### config.mk
export PLATFORM = sky130hd
export DESIGN_NAME = io_po_cko_cfg_loader_flat
export DESIGN_NICKNAME = d
export VERILOG_FILES = /design/src/rtl/io_po_cko_cfg_pkg.sv /design/src/rtl/io_po_cko_cfg_loader_if.sv /design/src/rtl/io_po_cko_cfg_shadow.sv /design/src/rtl/io_po_cko_cfg_loader.sv /design/src/flat_wrapper.sv
export SDC_FILE = /design/constraint.sdc
export NUM_CORES = 1
export LEC_CHECK = 0
export BUFFER_PORTS_ARGS = -buffer_cell sky130_fd_sc_hd__clkbuf_2
export CAP_MARGIN = 15
export CORE_AREA = 3 3 77 79
export CTS_CLUSTER_SIZE = 20
export DETAILED_ROUTE_END_ITERATION = 8
export DIE_AREA = 0 0 80 82
export MAX_ROUTING_LAYER = met4
export PLACE_DENSITY = 0.55
export SLEW_MARGIN = 15
export SYNTH_ARGS = -nofsm -noshare
export SYNTH_HDL_FRONTEND = slang
export SYNTH_SLANG_ARGS = --single-unit
### constraint.sdc
create_clock -name prog_clk -period 5.22 [get_ports prog_clk]
set_input_delay 0.261 -clock prog_clk [delete_from_list [all_inputs] [get_ports prog_clk]]
set_output_delay 0.261 -clock prog_clk [all_outputs]
set_load 0.005 [all_outputs]
### src/rtl/io_po_cko_cfg_pkg.sv
// -----------------------------------------------------------------------------
// io_po_cko_cfg_pkg
// Shared definitions for the po_cko configuration loader:
//   - PO_CKO_CFG_BITS : feedthrough memory width of the pad tile
//                       (7 scan-FF bits + 1 output-mux select)
//   - cfg_state_t     : loader FSM states
//   - cnt_width()     : width of the beat counter, which must hold 0..n
// Optional feature macro: CFG_LOADER_PARITY_EN (adds the CHECK state).
// -----------------------------------------------------------------------------
package io_po_cko_cfg_pkg;

  localparam int PO_CKO_CFG_BITS = 8;

  typedef enum logic [1:0] {
    IDLE   = 2'd0,
    SHIFT  = 2'd1,
`ifdef CFG_LOADER_PARITY_EN
    CHECK  = 2'd2,
`endif
    COMMIT = 2'd3
  } cfg_state_t;

  // The counter has to represent every value from 0 up to n inclusive.
  function automatic int cnt_width(input int n);
    return (n < 1) ? 1 : $clog2(n + 1);
  endfunction

endpackage

### src/rtl/io_po_cko_cfg_loader_if.sv
// -----------------------------------------------------------------------------
// io_po_cko_cfg_loader_if
// Serial configuration beat channel (valid/ready).
//   cfg_valid  : source -> loader, beat is valid
//   cfg_ready  : loader -> source, beat can be accepted
//   cfg_bit    : source -> loader, configuration bit
//   cfg_last   : source -> loader, final beat of a frame
//   cfg_parity : source -> loader, even-parity bit sampled with the last beat
//                (only present when CFG_LOADER_PARITY_EN is defined)
// Modports: master (beat source), slave (loader).
// -----------------------------------------------------------------------------
interface io_po_cko_cfg_loader_if;

  logic cfg_valid;
  logic cfg_ready;
  logic cfg_bit;
  logic cfg_last;
`ifdef CFG_LOADER_PARITY_EN
  logic cfg_parity;
`endif

  modport master (
    output cfg_valid,
    output cfg_bit,
    output cfg_last,
`ifdef CFG_LOADER_PARITY_EN
    output cfg_parity,
`endif
    input  cfg_ready
  );

  modport slave (
    input  cfg_valid,
    input  cfg_bit,
    input  cfg_last,
`ifdef CFG_LOADER_PARITY_EN
    input  cfg_parity,
`endif
    output cfg_ready
  );

endinterface

### src/rtl/io_po_cko_cfg_shadow.sv
// -----------------------------------------------------------------------------
// io_po_cko_cfg_shadow
// Shadow register that assembles a frame one bit per beat, plus the beat
// counter that selects the write index.
//   clk_i     : configuration clock
//   rst_ni    : asynchronous active-low reset
//   wr_en_i   : accepted beat; writes shadow[cnt] and increments cnt
//   wr_bit_i  : bit to write
//   clr_i     : discard the frame (cnt and shadow back to zero); wins over write
//   shadow_o  : assembled frame, index 0 = first beat
//   cnt_o     : number of beats stored so far
// -----------------------------------------------------------------------------
module io_po_cko_cfg_shadow
  import io_po_cko_cfg_pkg::*;
#(
  parameter int NUM_BITS = PO_CKO_CFG_BITS,
  parameter int CW       = cnt_width(NUM_BITS)
) (
  input  logic                clk_i,
  input  logic                rst_ni,
  input  logic                wr_en_i,
  input  logic                wr_bit_i,
  input  logic                clr_i,
  output logic [0:NUM_BITS-1] shadow_o,
  output logic [CW-1:0]       cnt_o
);

  logic [CW-1:0] cnt_q;

  genvar gi;
  generate
    for (gi = 0; gi < NUM_BITS; gi++) begin : g_bit
      logic bit_q;
      always_ff @(posedge clk_i or negedge rst_ni) begin
        if (!rst_ni) begin
          bit_q <= 1'b0;
        end else if (clr_i) begin
          bit_q <= 1'b0;
        end else if (wr_en_i && (cnt_q == CW'(gi))) begin
          bit_q <= wr_bit_i;
        end
      end
      assign shadow_o[gi] = bit_q;
    end
  endgenerate

  always_ff @(posedge clk_i or negedge rst_ni) begin
    if (!rst_ni) begin
      cnt_q <= '0;
    end else if (clr_i) begin
      cnt_q <= '0;
    end else if (wr_en_i) begin
      cnt_q <= cnt_q + CW'(1);
    end
  end

  assign cnt_o = cnt_q;

endmodule

### src/rtl/io_po_cko_cfg_loader.sv
// -----------------------------------------------------------------------------
// io_po_cko_cfg_loader
// Collects a serial configuration frame, validates its length (and parity when
// CFG_LOADER_PARITY_EN is defined) and only then commits it to the true and
// complement feedthrough buses of the po_cko pad tile.
//   prog_clk             : configuration clock
//   prog_reset_n         : asynchronous active-low reset
//   cfg                  : beat channel (slave side)
//   err_clr              : clears cfg_err (a simultaneous new error wins)
//   feedthrough_mem_out  : committed configuration, index 0 = first beat
//   feedthrough_mem_outb : bitwise complement of feedthrough_mem_out
//   commit_done          : one-cycle pulse when a frame is committed
//   cfg_err              : sticky frame error
//   busy                 : frame in progress
// Optional feature macro: CFG_LOADER_PARITY_EN.
// -----------------------------------------------------------------------------
module io_po_cko_cfg_loader
  import io_po_cko_cfg_pkg::*;
#(
  parameter int NUM_BITS = PO_CKO_CFG_BITS
) (
  input  logic                   prog_clk,
  input  logic                   prog_reset_n,
  io_po_cko_cfg_loader_if.slave  cfg,
  input  logic                   err_clr,
  output logic [0:NUM_BITS-1]    feedthrough_mem_out,
  output logic [0:NUM_BITS-1]    feedthrough_mem_outb,
  output logic                   commit_done,
  output logic                   cfg_err,
  output logic                   busy
);

  localparam int CW = cnt_width(NUM_BITS);

  // Where a correctly sized frame goes after its last beat.
`ifdef CFG_LOADER_PARITY_EN
  localparam cfg_state_t FRAME_DONE = CHECK;
`else
  localparam cfg_state_t FRAME_DONE = COMMIT;
`endif

  cfg_state_t          state_q, state_d;
  logic [CW-1:0]       cnt;
  logic [0:NUM_BITS-1] shadow;
  logic                accept;
  logic                wr_en_d, clr_d, err_set_d, commit_d;
  logic [0:NUM_BITS-1] out_q, outb_q;
  logic                commit_done_q, cfg_err_q, busy_q;

  // Ready comes from the registered state; it is also held low while the
  // reset is asserted so no beat can slip in during reset.
  assign cfg.cfg_ready = prog_reset_n && ((state_q == IDLE) || (state_q == SHIFT));
  assign accept        = cfg.cfg_valid && cfg.cfg_ready;

`ifdef CFG_LOADER_PARITY_EN
  logic parity_q;
  always_ff @(posedge prog_clk or negedge prog_reset_n) begin
    if (!prog_reset_n) begin
      parity_q <= 1'b0;
    end else if (accept && cfg.cfg_last) begin
      parity_q <= cfg.cfg_parity;
    end
  end
`endif

  io_po_cko_cfg_shadow #(
    .NUM_BITS (NUM_BITS),
    .CW       (CW)
  ) u_shadow (
    .clk_i    (prog_clk),
    .rst_ni   (prog_reset_n),
    .wr_en_i  (wr_en_d),
    .wr_bit_i (cfg.cfg_bit),
    .clr_i    (clr_d),
    .shadow_o (shadow),
    .cnt_o    (cnt)
  );

  always_comb begin
    state_d   = state_q;
    wr_en_d   = 1'b0;
    clr_d     = 1'b0;
    err_set_d = 1'b0;
    commit_d  = 1'b0;
    case (state_q)
      IDLE: begin
        if (accept) begin
          if (cfg.cfg_last && (NUM_BITS > 1)) begin
            err_set_d = 1'b1;
            clr_d     = 1'b1;
          end else begin
            wr_en_d = 1'b1;
            state_d = cfg.cfg_last ? FRAME_DONE : SHIFT;
          end
        end
      end
      SHIFT: begin
        if (accept) begin
          // cnt holds the beats already stored, so this beat is number cnt+1.
          if (cnt >= CW'(NUM_BITS)) begin
            err_set_d = 1'b1;
            clr_d     = 1'b1;
            state_d   = IDLE;
          end else if (cfg.cfg_last) begin
            if (cnt == CW'(NUM_BITS - 1)) begin
              wr_en_d = 1'b1;
              state_d = FRAME_DONE;
            end else begin
              err_set_d = 1'b1;
              clr_d     = 1'b1;
              state_d   = IDLE;
            end
          end else begin
            wr_en_d = 1'b1;
          end
        end
      end
`ifdef CFG_LOADER_PARITY_EN
      CHECK: begin
        if ((^shadow) ^ parity_q) begin
          err_set_d = 1'b1;
          clr_d     = 1'b1;
          state_d   = IDLE;
        end else begin
          state_d = COMMIT;
        end
      end
`endif
      COMMIT: begin
        commit_d = 1'b1;
        clr_d    = 1'b1;
        state_d  = IDLE;
      end
      default: begin
        state_d = IDLE;
      end
    endcase
  end

  always_ff @(posedge prog_clk or negedge prog_reset_n) begin
    if (!prog_reset_n) begin
      state_q       <= IDLE;
      out_q         <= '0;
      outb_q        <= '1;
      commit_done_q <= 1'b0;
      cfg_err_q     <= 1'b0;
      busy_q        <= 1'b0;
    end else begin
      state_q       <= state_d;
      busy_q        <= (state_d != IDLE);
      commit_done_q <= commit_d;
      if (commit_d) begin
        out_q  <= shadow;
        outb_q <= ~shadow;
      end
      if (err_set_d) begin
        cfg_err_q <= 1'b1;
      end else if (err_clr) begin
        cfg_err_q <= 1'b0;
      end
    end
  end

  assign feedthrough_mem_out  = out_q;
  assign feedthrough_mem_outb = outb_q;
  assign commit_done          = commit_done_q;
  assign cfg_err              = cfg_err_q;
  assign busy                 = busy_q;

endmodule
### src/flat_wrapper.sv
// flat-port wrapper written by rule: the top's interface ports become plain ports
module io_po_cko_cfg_loader_flat import io_po_cko_cfg_pkg::*;
#(
  parameter int NUM_BITS = PO_CKO_CFG_BITS
)
  (prog_clk, prog_reset_n, err_clr, feedthrough_mem_out, feedthrough_mem_outb, commit_done, cfg_err, busy, cfg_cfg_valid, cfg_cfg_bit, cfg_cfg_last, cfg_cfg_ready);
  io_po_cko_cfg_loader_if cfg_i ();
  input  logic prog_clk;
  input  logic prog_reset_n;
  input  logic err_clr;
  output logic [0:NUM_BITS-1] feedthrough_mem_out;
  output logic [0:NUM_BITS-1] feedthrough_mem_outb;
  output logic commit_done;
  output logic cfg_err;
  output logic busy;
  input wire logic [$bits(cfg_i.cfg_valid)-1:0] cfg_cfg_valid;
  input wire logic [$bits(cfg_i.cfg_bit)-1:0] cfg_cfg_bit;
  input wire logic [$bits(cfg_i.cfg_last)-1:0] cfg_cfg_last;
  output wire logic [$bits(cfg_i.cfg_ready)-1:0] cfg_cfg_ready;
  assign cfg_i.cfg_valid = cfg_cfg_valid;
  assign cfg_i.cfg_bit = cfg_cfg_bit;
  assign cfg_i.cfg_last = cfg_cfg_last;
  assign cfg_cfg_ready = cfg_i.cfg_ready;
  io_po_cko_cfg_loader #(.NUM_BITS(NUM_BITS)) u_core (.prog_clk(prog_clk), .prog_reset_n(prog_reset_n), .cfg(cfg_i), .err_clr(err_clr), .feedthrough_mem_out(feedthrough_mem_out), .feedthrough_mem_outb(feedthrough_mem_outb), .commit_done(commit_done), .cfg_err(cfg_err), .busy(busy));
endmodule
; Word-level counts from Yosys, hierarchy flattened
; Index checks and enable logic that the tools add are counted.
[totals]
ff_bits = 33
output_inout_bits = 20
word_cells = 94
[op_classes]
mux = 43
n_addsub = 1
bitwise_logic = 1
reduce_logical = 24
eq_ne = 9
n_lt_le_gt_ge = 1
[ops]
columns = cell, count
row1 = 2-to-1 mux 1 bit, 31
row2 = nonzero test 2 bit, 11
row3 = "equality test 4 x 3 -> 1 bit, second input constant", 4
row4 = 2-to-1 mux 2 bit, 6
row5 = logical AND 1 bit, 10
row6 = "equality test 4 x 2 -> 1 bit, second input constant", 2
row7 = 2-to-1 mux 4 bit, 2
row8 = inverter 8 bit, 1
row9 = "adder 4 x 1 -> 4 bit, second input constant", 1
row10 = "equality test 4 x 1 -> 1 bit, second input constant", 1
row11 = ">= comparator 4 bit, second input constant", 1
row12 = logical NOT 4 bit, 1
row13 = one-hot mux 1 bit (2 select lines), 2
row14 = one-hot mux 2 bit (2 select lines), 1
row15 = one-hot mux 1 bit (3 select lines), 1
row16 = "equality test 2 x 1 -> 1 bit, second input constant", 1
row17 = "equality test 2 bit, second input constant", 1
row18 = logical NOT 2 bit, 1
row19 = logical OR 1 bit, 1

; Longest topological paths before layout
[depth]
depth_word = 9
mapped_depth = 6
ltp_nobuf = 6

; Modules after synthesis
; Synthesis repeated with hierarchy kept, for this count alone.
[unflattened]
hier_cells = 136
hier_area_um2 = 1606.5
[modules_own_cells]
columns = mod, area_each_um2, cells_each, instances
row1 = io_po_cko_cfg_loader, 844.6, 70, 1
row2 = io_po_cko_cfg_shadow, 762.0, 66, 1

; Least setup slack after synthesis
; No wires, ideal clock.
[synth_timing]
path_kind = flip-flop to flip-flop
startpoint = register u_core.u_shadow.cnt_q[0], in the netlist u_core.u_shadow.cnt_o[0]
endpoint = register u_core.u_shadow.cnt_q[3], in the netlist u_core.u_shadow.cnt_o[3]
path_buffers = 0
required_time_ns = 5.093
stages_incl_launch_ff = 6
t_arrival_ns = 1.581
path_slack_ns = 3.512
period_less_slack_ns = 1.708
cell_sequence = dfrtp_1 > ha_1 > nand4b_4 > a2111oi_4 > nand4_1 > mux2i_1
[synth_between]
elab_chain_len = 7
word_cells_on_any_way = 16
[synth_rtl]
columns = item, line
row1 = "start, declared", io_po_cko_cfg_shadow.sv:28  ; logic [CW-1:0] cnt_q;
row2 = "start signal, assigned", io_po_cko_cfg_shadow.sv:53  ; cnt_q <= cnt_q + CW'(1);
row3 = equality test 4 x 3 -> 1 bit, io_po_cko_cfg_loader.sv:105  ; if (cnt == CW'(NUM_BITS - 1)) begin
row4 = 2-to-1 mux 1 bit, io_po_cko_cfg_loader.sv:105
row5 = 2-to-1 mux 1 bit, io_po_cko_cfg_loader.sv:104  ; end else if (cfg.cfg_last) begin
row6 = 2-to-1 mux 1 bit, io_po_cko_cfg_loader.sv:100  ; if (cnt >= CW'(NUM_BITS)) begin
row7 = 2-to-1 mux 1 bit, io_po_cko_cfg_loader.sv:98  ; if (accept) begin
row8 = one-hot mux 1 bit (3 select lines) / one-hot mux 1 bit (2 select lines) (equally long branches), io_po_cko_cfg_loader.sv:85  ; case (state_q)
row9 = 2-to-1 mux 4 bit / nonzero test 2 bit (equally long branches), --
; Several ways; a longest one is shown, not always the timed one. The select of a mux whose other input is x is not followed.
; A chain may end at the register's enable or synchronous reset.

; Worst setup path after layout
[layout_timing]
startpoint = register u_core.state_q[0]
endpoint = register u_core.u_shadow.cnt_q[2], in the netlist u_core.u_shadow.cnt_o[2]
[layout_between]
elab_chain_len = 7
word_cells_on_any_way = 14
[layout_rtl]
columns = item, line
row1 = "start, declared", io_po_cko_cfg_loader.sv:42  ; cfg_state_t state_q, state_d;
row2 = "start signal, assigned", io_po_cko_cfg_loader.sv:149  ; state_q <= state_d;
row3 = equality test 2 x 1 -> 1 bit / logical NOT 2 bit (equally long branches), "io_po_cko_cfg_loader.sv:52, io_po_cko_cfg_loader.sv:85"
row4 = logical OR 1 bit, io_po_cko_cfg_loader.sv:52  ; assign cfg.cfg_ready = prog_reset_n && ((state_q == IDLE) || (state_q == SHIFT));
row5 = logical AND 1 bit, io_po_cko_cfg_loader.sv:52
row6 = logical AND 1 bit, io_po_cko_cfg_loader.sv:53  ; assign accept = cfg.cfg_valid && cfg.cfg_ready;
row7 = 2-to-1 mux 1 bit (on tied branches), "io_po_cko_cfg_loader.sv:98, io_po_cko_cfg_loader.sv:87"
row8 = one-hot mux 1 bit (3 select lines) / one-hot mux 1 bit (2 select lines) (equally long branches), io_po_cko_cfg_loader.sv:85
row9 = 2-to-1 mux 4 bit / nonzero test 2 bit (equally long branches), --
; Several ways; a longest one is shown, not always the timed one.

==> impl_metrics.tcl <==
set metrics [dict create \
    critical-path-max-stage-delay_ns 0.68 \
    die_w_um 80 \
    design_area_um2 1864 \
    holdBufCountCts 0 \
    ios 26 \
    final-seq-area_um2 835.8 \
    via_count 1043 \
    cts_sinks 33 \
    antenna_left 0 \
    grt_max_degree 40 \
    synth_top_family_by_area "simple AND/OR/NAND/NOR gates" \
    crit_slowest_cell "nand2_1" \
    ys_ff_latch 33 \
    power_switching_share_pct 26.85 \
    wl_per_cell_um 12.26 \
    final-setup-viol-count 0 \
    maxUsedRoutingLayer "met4" \
    path_class "reg2reg" \
    cts_tree "yes" \
    nets 169 \
    crit_required_ns 5.41 \
    grt_pass1_wl_um 4871 \
    cts_resized 0 \
    post_cts_buffers 0 \
    post-route-period-util_pct 40.17 \
    yosys_warnings 0 \
    synth_compound_area_share_pct 9.654 \
    ys.flop_type "dfrtp_1" \
    antenna_found_initial 0 \
    hold_viol 0 \
    path_delay_family "simple AND/OR/NAND/NOR gates" \
    synth-edff-count 0 \
    cp_cell_sequence "nand2_1 > nand3_1 > a21oi_1" \
    syn-cell-area_um2 1555 \
    yosys.area_share.simple_pct 17.06 \
    r2r_slack_ns 3.12 \
    cp-start-kind "register" \
    avgSynthCellArea_um2 11.52 \
    tns_ns 0 \
    rsz0062_at_grt "false" \
    syn_inst 135 \
    end_kind "register" \
    dp_hpwl_um 1900 \
    switchingPower_uw 221.9 \
    numPortBuffers 25 \
    wl_um 2845 \
    worst_pin_slew_ns 0.8961 \
    cts_buffer_depth 2 \
    seq_area_frac_synth_pct 53.74 \
    track_usage_pct 9.995 \
    coreArea_um2 5405 \
    fillers 569 \
    numCtsBuffers 5 \
    drv_cap 0 \
    final_util_pct 34.49 \
    htreeDepth 2 \
    combPwrFrac_pct 19.2 \
    cts-root-buf "clkbuf_8" \
    drt_iter0_drc 47 \
    globalRouteOverflowTotal 0 \
    initial_core_util_pct 28.77 \
    met3WireLength_um 135 \
    fp.dieArea_um2 6560 \
    wl_met2_um 1270 \
    crit_buf_inv 0 \
    maxSlewHeadroom_pct 40.26 \
    fp.dieH_um 82 \
    dpl_cell_area_um2 1730 \
    fin_skew_ns 0.008343 \
    wl_met1_um 1398 \
    seqPwrFrac_pct 46.7 \
    crit_fanout 27 \
    synthAdderAreaFrac_pct 3.218 \
    p_clk_share_pct 34.1 \
    vdd_drop_max_v 0.0002004 \
    synthXorXnorAreaFrac_pct 0.5632 \
    drive_gt1_share_pct 33.13 \
    synth_nets 145 \
    total_leakage_power_uw 0.0009218 \
    gp_congestion 0.7495 \
    drc 0 \
    p_int_uw 604.5 \
    worst_ep_arrival_time_ns 2.29 \
    firstDrtPassIters 4 \
    synth.distinct_cells 33 \
    final_max_slew_viol_count 0 \
    multi_input_area_um2 664.4 \
    vias_per_cell 4.496 \
    max_freq_mhz 476.9 \
    diodes 0 \
    finalCriticalPeriod_ns 2.097 \
    clk_latency_ns 0.29 \
    dp_cells 224 \
    grt_pass1_vias 1006 \
    outcome "complete, no violations" \
    async_flop_share_pct 100.0 \
    pwr_density_cell_nw_per_um2 443.3 \
    hold_class "in2async" \
    muxShareOfSynthArea_pct 12.23 \
    area_growth_pct 19.87 \
    fin_cells 232 \
    core.rowCount 27 \
    cts.clk_slew.worst_paths_ns 0.07 \
]
## registers in the layout, summed over array words and instances (netlist names)
name	cells
u_core.u_shadow.cnt_o	4
u_core.feedthrough_mem_outb	8
u_core.state_q	2
u_core.commit_done	1
u_core.feedthrough_mem_out	8
u_core.u_shadow.g_bit.bit_q	8
u_core.cfg_err	1
u_core.busy	1
## path summary, 6_finish.rpt
check	start	cells past startpoint	to
min in group prog_clk	err_clr	3	u_core.cfg_err
max	u_core.state_q[0]	3	u_core.u_shadow.cnt_o[2]
min reg2reg	u_core.u_shadow.g_bit[1].bit_q	1	u_core.feedthrough_mem_outb[1]
max in group asynchronous	prog_reset_n	1	u_core.feedthrough_mem_out[0]
min	prog_reset_n	1	u_core.u_shadow.cnt_o[3]
max reg2reg	u_core.state_q[0]	3	u_core.u_shadow.cnt_o[2]
## cell families after synthesis
logic type,count (synthesis)
AND/OR/NAND/NOR,47
buffers and inverters,12
adder cells (fa/ha/maj),4
flip-flops,33
XOR/XNOR,1
AO/OA/AOI/OAI,20
multiplexers,18
## per-layer routing
metal  track usage, %  vias up
met5                -        -
met4            4.054        0
met3            3.947        4
met2            14.65       23
met1            12.31      496
li1                 -      520
## stage by stage
step / total power [uW] / hold slack [ns] / setup WS (ns)
floorplan: 483.5 / -0.03459 / 3.512
global placement: 551.1 / 0.4365 / 3.088
detailed placement: 554.0 / 0.4473 / 3.057
CTS: 841.5 / 0.1324 / 3.072
global route: 886.5 / 0.1667 / 2.761
finish: 826.4 / 0.09434 / 3.123
## area by class of cell
type | instances | area share, %
sequential | 33 | 44.83
multi-input combinational | 90 | 35.64
tap | 72 | 4.832
clock buffer | 5 | 3.691
timing repair buffer | 25 | 6.711
clock inverter | 3 | 3.490
inverter | 4 | 0.8054
## power by group through the flow
stage | combinational, uW | sequential, uW | clock (uW)
2_1_floorplan | 106 | 378 | 0
3_3_place_gp | 160 | 391 | 0
3_5_place_dp | 163 | 391 | 0
4_1_cts | 163 | 387 | 291
5_1_grt | 188 | 398 | 301
6_report | 158 | 386 | 282
## layout by cell type, fill, tap and decap left out, types with 2 or more instances in the layout
| master | synthesis | routed |
|---|---|---|
| clkbuf_2 | 1 | 25 |
| dfrtp_1 | 25 | 25 |
| nand2_1 | 14 | 14 |
| nor2_1 | 13 | 13 |
| mux2i_1 | 10 | 10 |
| mux2_2 | 8 | 8 |
| o21ai_0 | 8 | 8 |
| dfstp_2 | 8 | 8 |
| nand3_1 | 5 | 5 |
| clkbuf_8 | 0 | 5 |
| inv_1 | 4 | 4 |
| and3b_1 | 4 | 4 |
| a211oi_1 | 4 | 4 |
| ha_1 | 4 | 4 |
| nand3b_1 | 3 | 3 |
| a21oi_1 | 2 | 2 |
| nand4_1 | 2 | 2 |
| bufinv_16 | 0 | 2 |
## synth_stat cells (all sizes together) (5+ instances only)
cell type | n | share of area, %
o21ai | 8 | 2.6
dfrtp | 25 | 40
nor2 | 13 | 3.1
buf | 6 | 2.0
nand2 | 14 | 3.4
nand3 | 5 | 1.6
mux2i | 10 | 6.4
mux2 | 8 | 5.8
dfstp | 8 | 14
Power figures use the tool's default switching activity.
